<file path="src/rtl/bus_arbiter.sv">
// Two-port round-robin arbiter for a single-port RAM (CPU on port 0, loader on port 1).
// Each transaction takes three cycles: grant in IDLE, one ACCESS cycle, then a DONE cycle with ack.
module bus_arbiter #(
  parameter int ADDR_W = 4,
  parameter int DATA_W = 8
) (
  input  logic              clk,
  input  logic              reset_n,
  input  logic              req0,
  input  logic              req1,
  input  logic              we0,
  input  logic              we1,
  input  logic [ADDR_W-1:0] addr0,
  input  logic [ADDR_W-1:0] addr1,
  input  logic [DATA_W-1:0] wdata0,
  input  logic [DATA_W-1:0] wdata1,
  output logic              gnt0,
  output logic              gnt1,
  output logic              ack0,
  output logic              ack1,
  output logic [DATA_W-1:0] rdata,
  output logic [ADDR_W-1:0] ram_addr,
  output logic              ram_we,
  output logic [DATA_W-1:0] ram_wdata,
  input  logic [DATA_W-1:0] ram_rdata,
  output logic              busy
);

  typedef enum logic [1:0] {
    IDLE   = 2'd0,
    ACCESS = 2'd1,
    DONE   = 2'd2
  } state_t;

  state_t            state_r, state_s;
  logic              last_gnt_r, last_gnt_s;
  logic              winner_s;
  logic              gnt0_r, gnt0_s;
  logic              gnt1_r, gnt1_s;
  logic              ack0_r, ack0_s;
  logic              ack1_r, ack1_s;
  logic              ram_we_r, ram_we_s;
  logic              busy_r, busy_s;
  logic [ADDR_W-1:0] ram_addr_r, ram_addr_s;
  logic [DATA_W-1:0] ram_wdata_r, ram_wdata_s;
  logic [DATA_W-1:0] rdata_r, rdata_s;

  // Next-state and next-output logic; every output is the registered copy of these values.
  always_comb begin
    state_s     = state_r;
    last_gnt_s  = last_gnt_r;
    gnt0_s      = gnt0_r;
    gnt1_s      = gnt1_r;
    ack0_s      = 1'b0;
    ack1_s      = 1'b0;
    ram_we_s    = ram_we_r;
    busy_s      = busy_r;
    ram_addr_s  = ram_addr_r;
    ram_wdata_s = ram_wdata_r;
    rdata_s     = rdata_r;

    // On a tie the port that did not win last time gets the RAM.
    if (req0 && req1) begin
      winner_s = ~last_gnt_r;
    end else if (req1) begin
      winner_s = 1'b1;
    end else begin
      winner_s = 1'b0;
    end

    case (state_r)
      IDLE: begin
        if (req0 || req1) begin
          state_s     = ACCESS;
          gnt0_s      = ~winner_s;
          gnt1_s      = winner_s;
          last_gnt_s  = winner_s;
          ram_addr_s  = winner_s ? addr1  : addr0;
          ram_we_s    = winner_s ? we1    : we0;
          ram_wdata_s = winner_s ? wdata1 : wdata0;
          busy_s      = 1'b1;
        end else begin
          gnt0_s   = 1'b0;
          gnt1_s   = 1'b0;
          ram_we_s = 1'b0;
          busy_s   = 1'b0;
        end
      end
      ACCESS: begin
        // ram_we_r still carries the latched direction during ACCESS.
        if (!ram_we_r) begin
          rdata_s = ram_rdata;
        end else begin
          rdata_s = rdata_r;
        end
        ram_we_s = 1'b0;
        ack0_s   = gnt0_r;
        ack1_s   = gnt1_r;
        busy_s   = 1'b1;
        state_s  = DONE;
      end
      DONE: begin
        gnt0_s   = 1'b0;
        gnt1_s   = 1'b0;
        ram_we_s = 1'b0;
        busy_s   = 1'b0;
        state_s  = IDLE;
      end
      default: begin
        gnt0_s   = 1'b0;
        gnt1_s   = 1'b0;
        ram_we_s = 1'b0;
        busy_s   = 1'b0;
        state_s  = IDLE;
      end
    endcase
  end

  // State and output registers; reset aborts any transaction in flight.
  always_ff @(posedge clk) begin
    if (!reset_n) begin
      state_r     <= IDLE;
      last_gnt_r  <= 1'b1;
      gnt0_r      <= 1'b0;
      gnt1_r      <= 1'b0;
      ack0_r      <= 1'b0;
      ack1_r      <= 1'b0;
      ram_we_r    <= 1'b0;
      busy_r      <= 1'b0;
      ram_addr_r  <= {ADDR_W{1'b0}};
      ram_wdata_r <= {DATA_W{1'b0}};
      rdata_r     <= {DATA_W{1'b0}};
    end else begin
      state_r     <= state_s;
      last_gnt_r  <= last_gnt_s;
      gnt0_r      <= gnt0_s;
      gnt1_r      <= gnt1_s;
      ack0_r      <= ack0_s;
      ack1_r      <= ack1_s;
      ram_we_r    <= ram_we_s;
      busy_r      <= busy_s;
      ram_addr_r  <= ram_addr_s;
      ram_wdata_r <= ram_wdata_s;
      rdata_r     <= rdata_s;
    end
  end

  assign gnt0      = gnt0_r;
  assign gnt1      = gnt1_r;
  assign ack0      = ack0_r;
  assign ack1      = ack1_r;
  assign ram_we    = ram_we_r;
  assign busy      = busy_r;
  assign ram_addr  = ram_addr_r;
  assign ram_wdata = ram_wdata_r;
  assign rdata     = rdata_r;

endmodule

</file>
<file path="config.mk">
export PLATFORM = sky130hd
export DESIGN_NAME = bus_arbiter
export DESIGN_NICKNAME = d
export VERILOG_FILES = /design/src/rtl/bus_arbiter.sv
export SDC_FILE = /design/constraint.sdc
export NUM_CORES = 1
export LEC_CHECK = 0
export CORE_AREA = 10 10 84 57
export CTS_BUF_LIST = sky130_fd_sc_hd__clkbuf_16
export DETAILED_ROUTE_END_ITERATION = 7
export DIE_AREA = 0 0 94 67
export PLACE_DENSITY = 0.76
export RECOVER_POWER = 25
export SLEW_MARGIN = 30
export SYNTH_ARGS = -nofsm -noshare
export SYNTH_HDL_FRONTEND = slang
export SYNTH_SLANG_ARGS = --single-unit
</file>
<file path="constraint.sdc">
create_clock -name clk -period 1.6 [get_ports clk]
set_clock_uncertainty 0.15 [all_clocks]
set_input_delay 0.4 -clock clk [delete_from_list [all_inputs] [get_ports clk]]
set_output_delay 0.4 -clock clk [all_outputs]
set_load 0.05 [all_outputs]
</file>
==> results of run 1 <==
-- per-stage QoR --
stage	setup WS, ps	hold WS, ps
after floorplan	165	291
after global placement	-276	313
after detailed placement	-338	336
after CTS	105	336
after global routing	47.1	351
final	78.1	339
-- area by class of cell --
| cell class | count | area, um^2 | share of cell area [%] |
|---|---|---|---|
| clock inverters | 2 | 7.51 | 0.341 |
| well taps | 45 | 56.3 | 2.56 |
| flip-flops and latches | 29 | 581 | 26.4 |
| repair buffers | 78 | 855 | 38.8 |
| multi-input cells | 84 | 569 | 25.9 |
| clock buffers | 5 | 125 | 5.69 |
| inverters | 2 | 7.51 | 0.341 |
-- worst min-delay path: stages, from the launching register on --
cell     delay (ps)
dfxtp_1         320
mux2i_1          70
nor2_1           70
-- layer usage --
metal	track usage [%]	wire [um]	share of wire, %
met5	0	0	0
met4	5.85	54	1.3
met3	5.82	260	6.0
met2	23.9	2210	51
met1	15.5	1790	41
-- cells in the final DEF, fill, tap and decap left out, types with 2 or more instances in the layout --
cell and n:
dfxtp_1 29, dlygate4sd2_1 2, nand2_1 26, buf_4 14, inv_1 3, clkbuf_2 10
clkbuf_16 5, buf_12 16, clkdlybuf4s50_1 35, nor2_1 9, a21oi_1 14, a311oi_1 2
a311oi_2 10, mux2i_1 9
-- logic make-up after synthesis --
logic type | after synthesis | share of synthesized area [%]
AOI/OAI and AO/OA | 30 | 22.7
buffers and inverters | 11 | 4.91
DFF | 29 | 48.4
muxes | 9 | 7.52
and+or+nand+nor | 45 | 16.5
-- flip-flops by register name, summed over array words and instances, names as in the netlist --
| register | cells |
|---|---|
| rdata | 8 |
| ram_wdata | 8 |
| ram_we | 1 |
| gnt1 | 1 |
| state_r | 2 |
| last_gnt_r | 1 |
| ack0 | 1 |
| busy | 1 |
| ack1 | 1 |
| ram_addr | 4 |
| gnt0 | 1 |
-- where the power goes --
part / switching (uW) / internal, uW / total [uW] / leakage [uW]
Sequential: 61.3 / 790 / 852 / 0.000239
Clock: 285 / 552 / 838 / 0.0000685
Combinational: 395 / 351 / 745 / 0.000617
Total: 741 / 1690 / 2430 / 0.000924
-- worst min path at each step --
stage,from,to,slack [ps]
3_5_place_dp,state_r[1],gnt1,340
4_1_cts,state_r[1],gnt1,340
6_report,rdata[3],rdata[3],340
3_3_place_gp,state_r[1],gnt1,310
5_1_grt,state_r[1],gnt1,350
2_1_floorplan,state_r[1],gnt1,290
==> flow_metrics.py, run 1 <==
metrics = {
    "power_and_ir_drop": {
        "finalPower_uw": 2430,
        "p_leak_uw": 0.000924,
        "power_density_nw_per_um2": 1110,
        "peakVddDrop_mv": 0.580,
    },
    "drt": {
        "wire_per_inst_um": 17.6,
        "drt_iter0_markers": 69,
        "postRouteAntennaNets": 0,
        "remaining_drc_errors": 0,
        "drt-total-wl_um": 4320,
        "drtPass1Iterations": 4,
        "vias_per_cell": 4.86,
        "dr_total_vias": 1190,
    },
    "critical_path": {
        "setup.worst_path.start": "reset_n",
        "crit_end": "gnt0",
        "r2r-end": "ram_wdata[0]",
        "slowest_stage": "clkdlybuf4s50_1",
        "arrival_ps": 1530,
        "max_stage_delay_ps": 510,
        "ff2ff_setup_slack_ps": 170,
        "r2r_cells": 4,
        "worstPathMaxFanout": 4,
        "critical_path_class": "in -> reg",
        "reg2reg_from": "state_r[0]",
        "cp-start-kind": "input port",
        "required_ps": 1610,
        "cp.depth": 4,
        "cp_top_family": "buffers and inverters",
        "crit_path_end_kind": "register",
        "path_cells": "clkdlybuf4s50_1 -> and3b_1 -> and2_1 -> a21o_1",
        "crit_buf_inv": 1,
    },
    "logic_synthesis": {
        "netlist_area_um2": 1200,
        "yosysWarningCount": 0,
        "yosysUniqueCellTypes": 25,
        "synth_common_cells": "29 x dfxtp_1, 26 x nand2_1, 14 x a21oi_1, 10 x a311oi_2",
        "avgSynthCellArea_um2": 9.67,
        "synth_edf_count": 0,
        "synth_flop_cell": "dfxtp_1",
        "yosysMostFrequentCell": "dfxtp_1",
        "async_reset_ff_share_pct": 0,
        "syn_inst": 124,
        "synth_area_leaders": "dfxtp_1 48%, a311oi_2 13%, nand2_1 8.1%",
        "synth_top_area_share_pct": 48.4,
        "synth-seq-cells": 29,
        "synth_area_leader_cell": "dfxtp_1",
        "synth_nets": 162,
        "synth_seq_area_share_pct": 48.4,
    },
    "sta": {
        "fin_crit_sh_pct": 95.1,
        "rsz0062_at_grt": "no",
        "fmax_ghz": 0.657,
        "max-slew-margin-rel_pct": 78.4,
        "finalSetupTns_ps": 0,
        "hold_viol_final": 0,
        "maxSlewViolCount": 0,
        "finalSetupViolCount": 0,
        "worst_pin_slew_ps": 323,
        "finalCriticalPeriod_ps": 1520,
    },
    "cts": {
        "cts_sinks": 29,
        "clock_path_buffers": 2,
        "cts_hold_buf": 0,
        "root_buffer": "clkbuf_16",
        "clock_latency_ps": 270,
        "cts_buffers": 5,
        "cts-resized-gates": 6,
        "cts_tree": "built",
        "cts_htree_levels": 2,
        "path_clk_slew_ps": 50,
        "cts_setup_buffers": 0,
    },
    "place": {
        "placed_cells": 238,
        "hpwl_um": 3400,
        "place_area_um2": 2210,
        "portBuffers": 63,
        "gp_congestion": 0.793,
    },
    "global_routing": {
        "first_global_vias": 1280,
        "grt_overflow": 0,
        "grt_pass1_wl_um": 6870,
        "track_usage_pct": 14.1,
        "grt_start_max_net_pins": 15,
        "antenna_found_initial": 0,
    },
    "layout": {
        "final_cells": 245,
        "nets": 238,
        "final_cell_area_um2": 2200,
        "n_antenna_cell": 0,
        "drive_gt1_share_pct": 30.0,
        "fill_cells": 240,
        "areaGrowthSynthToFinish_pct": 83.6,
        "fin_util_pct": 68.7,
    },
    "worst_hold_path": {
        "holdPathStages": 2,
        "hp-class": "reg -> reg",
    },
    "status": {
        "outcome": "complete, no violations",
    },
    "floorplanning": {
        "core.rowCount": 16,
        "dieArea_um2": 6300,
        "core-area_um2": 3200,
        "ios": 64,
        "start_util_pct": 37.4,
        "dieWidth_um": 94,
        "die_y_um": 67,
    },
    "job": {
        "max-cap-violations": 0,
    },
}
Note: power is estimated with default switching activity, not from simulation.
==> run 2: changes to the inputs <==
Settings changed: PLACE_DENSITY 0.76 to not set, PLACE_DENSITY_LB_ADDON set to 0.25.
==> run 2 against run 1 <==
Final cell count decreased by 0.82%; wire length fell by 2.8%; sequential power about the same; flip-flop and latch count unchanged; highest routed layer unchanged; clock power up 21%; via count down 0.50%; die area unchanged.
==> flow_metrics.py, run 2 (synthesis gave the netlist of run 1 again) <==
metrics = {
    "status": {
        "outcome": "complete, no violations",
    },
    "cts": {
        "cts_tree": "built",
        "clock_latency_ps": 270,
        "cts_buffers": 5,
        "cts_htree_levels": 2,
        "clock_path_buffers": 2,
        "cts_hold_buf": 0,
        "cts_sinks": 29,
        "path_clk_slew_ps": 50,
        "root_buffer": "clkbuf_16",
    },
    "worst_hold_path": {
        "hold_path_end": "rdata[4]",
        "hp-class": "reg -> reg",
        "worstHoldStart": "rdata[4]",
        "holdPathStages": 2,
    },
    "drt": {
        "postRouteAntennaNets": 0,
        "wire_per_inst_um": 17.3,
        "drt_iter0_markers": 63,
        "remaining_drc_errors": 0,
        "vias_per_cell": 4.87,
        "drt-total-wl_um": 4200,
        "drtPass1Iterations": 4,
        "dr_total_vias": 1184,
    },
    "global_routing": {
        "grt_overflow": 0,
        "antenna_found_initial": 0,
        "grt-busiest-layer": "met2",
        "grt_use_met2_pct": 22.3,
        "track_usage_pct": 13.0,
        "grt_start_max_net_pins": 17,
        "grtUsageMet3_pct": 6.38,
        "grt_util_met1_pct": 14.1,
        "first_global_vias": 1212,
        "grt_pass1_wl_um": 6330,
    },
    "critical_path": {
        "cp-start-kind": "input port",
        "max_stage_delay_ps": 300,
        "arrival_ps": 1480,
        "worstPathMaxFanout": 12,
        "critical_path_class": "in -> reg",
        "r2r-end": "ram_wdata[4]",
        "r2r_cells": 4,
        "path_cells": "dlygate4sd2_1 -> or2_1 -> and2_4 -> a311oi_1",
        "ff2ff_setup_slack_ps": 140,
        "reg2reg_from": "state_r[0]",
        "required_ps": 1620,
        "slowest_stage": "dlygate4sd2_1",
        "crit_path_end_kind": "register",
    },
    "floorplanning": {
        "dieWidth_um": 94,
        "core-area_um2": 3200,
        "start_util_pct": 37.4,
        "core.rowCount": 16,
        "die_y_um": 67,
        "ios": 64,
        "dieArea_um2": 6300,
    },
    "place": {
        "portBuffers": 63,
        "hpwl_um": 3300,
        "gp_congestion": 0.749,
    },
    "power_and_ir_drop": {
        "peakVddDrop_mv": 0.736,
        "power_density_nw_per_um2": 1170,
        "p_leak_uw": 0.000940,
    },
    "sta": {
        "finalSetupViolCount": 0,
        "max-slew-margin-rel_pct": 79.8,
        "finalCriticalPeriod_ps": 1460,
        "fin_crit_sh_pct": 91.3,
        "hold_viol_final": 0,
        "fmax_ghz": 0.684,
        "maxSlewViolCount": 0,
        "hold-worst-slack_ps": 341,
        "worst_pin_slew_ps": 304,
        "rsz0062_at_grt": "no",
    },
    "layout": {
        "layout_commonest_cell": "clkdlybuf4s50_1",
        "areaGrowthSynthToFinish_pct": 88.1,
        "fill_cells": 232,
        "nets": 235,
        "fin_util_pct": 70.4,
        "mostFrequentLayoutCells": "35 x clkdlybuf4s50_1, 29 x dfxtp_1, 26 x nand2_1",
        "regArea_um2": 581,
        "drive_gt1_share_pct": 29.3,
        "n_antenna_cell": 0,
        "multi_input_area_um2": 579,
    },
    "job": {
        "max-cap-violations": 0,
    },
}
-- run 2: cell types whose count changed in the layout (fill, tap and decap cells not counted), sizes merged --
| cell | change |
|---|---|
| buf | -3 |
| bufinv | +1 |
-- run 2: repair_timing --
item                                    CTS  global route
setup buffers                             0             0
endpoints found under the setup margin   12             0
gates resized for setup                   6             0
-- run 2: worst max-delay path by stage --
stage / startpoint / endpoint / slack (ps) / cells past startpoint
2_1_floorplan: ram_we / rdata[0] / 160 / 4
3_3_place_gp: req0 / ram_addr[3] / -260 / 5
3_5_place_dp: req0 / ram_wdata[4] / -380 / 5
4_1_cts: req0 / ram_wdata[4] / 140 / 4
5_1_grt: req0 / ram_wdata[4] / 80 / 5
6_report: req0 / ram_addr[0] / 140 / 4
-- run 2: per-layer routing --
metal | vias up | part of all wire, %
met5 | - | 0
met4 | 0 | 0.45
met3 | 2 | 5.2
met2 | 36 | 52
met1 | 567 | 43
li1 | 579 | -
-- run 2: power breakdown --
group          internal [uW]  switching (uW)
Sequential               790            63.0
Clock                    720             293
Combinational            370             394
Total                   1880             750
-- run 2: area by class of cell --
cell class,count,area share [%]
inverters,2,0.333
repair buffers,75,38.5
flip-flops and latches,29,25.7
well taps,45,2.50
clock inverters,3,1.66
clock buffers,5,5.55
multi-input cells,84,25.7
-- run 2: critical path: cells and delay by family --
family / cells / cell delay [ps]
buf+inv: 1 / 300
simple gates: 2 / 530
compound gates: 1 / 240
-- run 2: through the flow --
| stage | total power [uW] | cells | instance area, um^2 | setup WS [ps] | setup TNS (ps) |
|---|---|---|---|---|---|
| finish | 2630 | 243 | 2250 | 139 | 0 |
| global placement | 1660 | 235 | 2210 | -261 | -3600 |
| CTS | 2710 | 243 | 2390 | 140 | 0 |
| global route | 2730 | 243 | 2250 | 83.4 | 0 |
| floorplan | 1240 | 124 | 1200 | 165 | 0 |
| detailed placement | 1680 | 235 | 2210 | -376 | -4740 |
==> run 3: changes to the inputs <==
Settings changed: GPL_ROUTABILITY_DRIVEN set to 1.
==> results of run 3 <==
Final layout, timing and power as in run 2 (identical DEF).
